==> config.mk <==
export PLATFORM = sky130hd
export DESIGN_NAME = fb_write_arbiter
export DESIGN_NICKNAME = d
export VERILOG_FILES = /design/src/rtl/fb_write_arbiter.sv
export SDC_FILE = /design/constraint.sdc
export NUM_CORES = 1
export LEC_CHECK = 0
export CAP_MARGIN = 15
export CORE_MARGIN = 2
export CORE_UTILIZATION = 23
export CTS_CLUSTER_SIZE = 20
export DETAILED_ROUTE_END_ITERATION = 8
export PLACE_DENSITY_LB_ADDON = 0.05
export RECOVER_POWER = 100
export SETUP_SLACK_MARGIN = 0.3
export SLEW_MARGIN = 20
export SYNTH_ARGS = -nofsm -noshare
export SYNTH_HDL_FRONTEND = slang
export SYNTH_SLANG_ARGS = --single-unit
==> constraint.sdc <==
create_clock -name HCLK -period 2.6 [get_ports HCLK]
set_input_delay 0.52 -clock HCLK [delete_from_list [all_inputs] [get_ports HCLK]]
set_output_delay 0.52 -clock HCLK [all_outputs]
set_load 0.02 [all_outputs]
==> src/rtl/fb_write_arbiter.sv <==
// Framebuffer write-port arbiter: round-robin between two pixel writers,
// plus a whole-buffer fill engine that owns the port while clearing.
module fb_write_arbiter #(
    parameter int NPIX = 307200,
    parameter int AW   = 19,
    parameter int DW   = 8
) (
    input  logic          HCLK,
    input  logic          HRESETn,
    input  logic          req0,
    input  logic [AW-1:0] addr0,
    input  logic [DW-1:0] data0,
    input  logic          req1,
    input  logic [AW-1:0] addr1,
    input  logic [DW-1:0] data1,
    output logic          gnt0,
    output logic          gnt1,
    input  logic          clear_start,
    input  logic [DW-1:0] clear_colour,
    output logic          clear_busy,
    output logic          clear_done,
    output logic          mem_we,
    output logic [AW-1:0] mem_addr,
    output logic [DW-1:0] mem_wdata,
    output logic          addr_err
);

    typedef enum logic [1:0] {
        IDLE,
        CLEAR,
        DONE
    } state_t;

    localparam logic [AW-1:0] LAST   = AW'(NPIX - 1);
    localparam logic [AW:0]   NPIX_W = (AW + 1)'(NPIX);

    state_t        state;
    state_t        state_nxt;
    logic [AW-1:0] cnt;
    logic [DW-1:0] colour;
    logic          last1;
    logic          acc;
    logic [AW-1:0] acc_addr;
    logic [DW-1:0] acc_data;
    logic          in_range;

    // Grants are gated by reset so the port is silent while held in reset.
    always_comb begin
        gnt0 = 1'b0;
        gnt1 = 1'b0;
        if (HRESETn && state == IDLE) begin
            if (req0 && req1) begin
                gnt0 = last1;
                gnt1 = !last1;
            end else begin
                gnt0 = req0;
                gnt1 = req1;
            end
        end
    end

    assign acc      = gnt0 | gnt1;
    assign acc_addr = gnt1 ? addr1 : addr0;
    assign acc_data = gnt1 ? data1 : data0;
    assign in_range = {1'b0, acc_addr} < NPIX_W;

    always_comb begin
        state_nxt = state;
        unique case (state)
            IDLE:    if (clear_start) state_nxt = CLEAR;
            CLEAR:   if (cnt == LAST) state_nxt = DONE;
            DONE:    state_nxt = IDLE;
            default: state_nxt = IDLE;
        endcase
    end

    always_ff @(posedge HCLK or negedge HRESETn) begin
        if (!HRESETn) begin
            state     <= IDLE;
            cnt       <= '0;
            colour    <= '0;
            last1     <= 1'b1;
            mem_we    <= 1'b0;
            mem_addr  <= '0;
            mem_wdata <= '0;
            addr_err  <= 1'b0;
        end else begin
            state    <= state_nxt;
            mem_we   <= 1'b0;
            addr_err <= 1'b0;
            unique case (state)
                IDLE: begin
                    if (acc) begin
                        last1 <= gnt1;
                        if (in_range) begin
                            mem_we    <= 1'b1;
                            mem_addr  <= acc_addr;
                            mem_wdata <= acc_data;
                        end else begin
                            addr_err <= 1'b1;
                        end
                    end
                    if (clear_start) begin
                        colour <= clear_colour;
                        cnt    <= '0;
                    end
                end
                CLEAR: begin
                    mem_we    <= 1'b1;
                    mem_addr  <= cnt;
                    mem_wdata <= colour;
                    // Stop at the last location; never wrap into a second pass.
                    cnt <= (cnt == LAST) ? '0 : cnt + 1'b1;
                end
                default: ;
            endcase
        end
    end

    assign clear_busy = (state != IDLE);
    assign clear_done = (state == DONE);

endmodule

==> metrics.yaml <==
final_cells: 610
violations: "max-capacitance violations, max-slew violations"
grt_pass1_wl_mm: 15.0
netlist_area_um2: 3200
rsz0062_at_grt: "no"
die-area_um2: 14900
place_inst: 593
crit_buf_inv: 3
mostFrequentLayoutCell: "clkdlybuf4s50_1"
cts_buffers: 9
start_util_pct: 23.3
grt_antenna_before_repair: 0
swShare_pct: 31.2
die_y_um: 122
drc_errors: 0
run_status: "finished, violations left"
crit_arrival_ns: 1.76
critPathTopFamily: "buffers and inverters"
finalSetupViolCount: 0
power_switching_mw: 1.04
cp_slowest_cell: "dfrtp_1"
hp-class: "register to register"
most-common-layout-cells: "64 x clkdlybuf4s50_1, 58 x dfrtp_1, 52 x nand2_1"
skew_ns: 0.00561
combPwrFrac_pct: 27.1
worst_pin_slew_ns: 1.57
ir_drop_uv: 290
grt_usage_pct: 13.4
path_clk_slew_ns: 0.05
whs_ns: 0.465
n_antenna_cell: 0
cp-startpoint: "state[1]"
cts_max_path_buffers: 2
grt_max_degree: 60
slew_headroom_pct: -4.74
ff2ff_setup_slack_ns: 0.40
endpoint_kind: "output port"
drv_slew: 60
cp_slowest_stage_delay_ns: 0.47
crit_end: "gnt1"
finalWirelength_mm: 9.53
yosysWarnings: 0
seqPwrFrac_pct: 38.9
p_clk_share_pct: 34.0
p_leak_nw: 1.94
rr_startpoint: "state[1]"
hold_violations: 0
synth_cell_types: 51
num_rows: 43
post-route-min-period_ns: 2.28
wl_per_cell_um: 15.6
synthArstFlopShare_pct: 100
clock_latency_ns: 0.33
clock_sinks: 59
critPathRequiredTime_ns: 2.08
fill_cells: 1430
avgSynthCellArea_um2: 10.1
via_count: 2721
dominantRegCellSynth: "dfrtp_1"
areaGrowthSynthToFinish_pct: 46.3
grt_overflow: 0
period_share_pct: 87.8
drive_above_1_share_pct: 10.0
critical_path_depth: 5
cp-start-kind: "register"
r2r_cells: 8
crit_chain: "nor3b_4, clkbuf_1, nand3_4, inv_1, dlygate4sd2_1"
cts-root-buf: "clkbuf_16"
maxCapViolations: 1
dieWidth_um: 122
io_pins: 100
cp_max_fo: 7
timing.setup.tns_ns: 0
synth_seq_area_share_pct: 46.1
cts_tree: "done"
syn_inst: 316
grt_pass1_vias: 2733
powerDensity_nw_per_um2: 711
critical_path_class: "register to output port"
coreArea_um2: 13700
syn-num-nets: 384
fmax_ghz: 0.438
place_hpwl_mm: 6.99
layout.nets: 494
synth_seq_cells: 59
antenna_left: 0
numPortBuffers: 99
synth-edff-count: 0
gp_congestion: 0.744
h-tree-depth: 3
p_total_mw: 3.33
internal_power_mw: 2.29
drtIter0Drc: 149
r2r-end: "mem_wdata[6]"
viasPerCell: 4.46
dr.pass1.iters: 4
area by class of cell:
class                   instances  area [um^2]  share of cell area (%)
flip-flops and latches         59         1480                    31.5
well taps                     180          225                    4.81
repair buffers                116         1090                    23.2
multi-input cells             235         1600                    34.0
clock buffers                  13          270                    5.77
clock inverters                 2         10.0                   0.214
inverters                       5         18.8                   0.401
tightest hold or removal path, stage by stage, from the launching register on:
cell and delay (ns):
dfstp_2 0.37, nand2_1 0.05, nand2_1 0.04
cell usage after synthesis, types with 2 or more instances:
master,n,share of area (%)
xor2_1,4,1.1
buf_2,5,0.78
o21a_1,2,0.47
o21ai_0,5,0.78
dfrtp_1,58,45
nand2_1,52,6.1
a21o_1,2,0.47
o21ai_1,31,4.8
inv_1,4,0.47
and3_1,4,0.78
buf_6,2,0.70
a21boi_1,2,0.47
nand2b_1,3,0.59
a21oi_1,7,1.1
mux2_2,8,2.8
nand4_1,5,0.98
nor2_1,10,1.2
xnor2_1,2,0.55
mux2i_1,25,7.8
a41oi_1,2,0.55
nor4_1,3,0.59
clkbuf_1,8,0.94
mux2_1,26,9.1
a211oi_1,2,0.47
nor3_1,3,0.47
nor2b_1,4,0.78
a31oi_1,5,0.98
nand3_1,9,1.4
registers in the layout (all words and copies together), names as in the netlist:
| register | cells |
|---|---|
| state | 2 |
| cnt | 19 |
| mem_addr | 19 |
| colour | 8 |
| addr_err | 1 |
| mem_we | 1 |
| last1 | 1 |
| mem_wdata | 8 |
how the worst min path moves through the flow:
stage | startpoint | end | slack (ns) | cells after the start
6_report | last1 | last1 | 0.47 | 2
5_1_grt | last1 | last1 | 0.50 | 2
4_1_cts | last1 | last1 | 0.47 | 2
3_5_place_dp | last1 | last1 | 0.46 | 2
3_3_place_gp | colour[2] | mem_wdata[2] | 0.46 | 2
2_1_floorplan | HRESETn | addr_err | 0.22 | 0
per-stage QoR:
| step | area, um^2 | setup WS, ns | util (%) |
|---|---|---|---|
| finish | 4690 | 0.317 | 34.2 |
| global route | 4690 | 0.177 | 34.2 |
| CTS | 4730 | 0.261 | 34.5 |
| detailed placement | 4440 | 0.173 | 32.4 |
| global placement | 4440 | 0.181 | 32.4 |
| floorplan | 3200 | 0.814 | - |
what timing repair did:
item	CTS	global route
setup buffers	1	1
gates resized for setup	2	4
setup endpoints to repair	2	1
pin swaps	1	1
hold buffers	0	0
power groups by stage:
stage	clock network [mW]	logic (mW)	registers (mW)
after global placement	0	0.979	1.31
final	1.13	0.904	1.29
after CTS	1.17	0.988	1.30
after global routing	1.21	1.01	1.33
after detailed placement	0	0.983	1.32
after floorplan	0	0.413	1.40
cell families (layout without fill, tap and decap cells):
group | count (synthesis) | after routing | synth area share (%)
mux | 59 | 59 | 19.8
xor+xnor | 6 | 6 | 1.64
fa+ha+maj | 1 | 1 | 0.391
compound gates | 66 | 66 | 12.3
buf+inv | 22 | 136 | 3.71
flops | 59 | 59 | 46.1
simple gates | 103 | 103 | 16.0
metal layers:
metal  wire length (um)  track usage, %
met1               4750            18.7
met2               4070            19.0
met3                545            3.70
met4                163            6.11
met5                  0               0
Power figures use the tool's default switching activity.
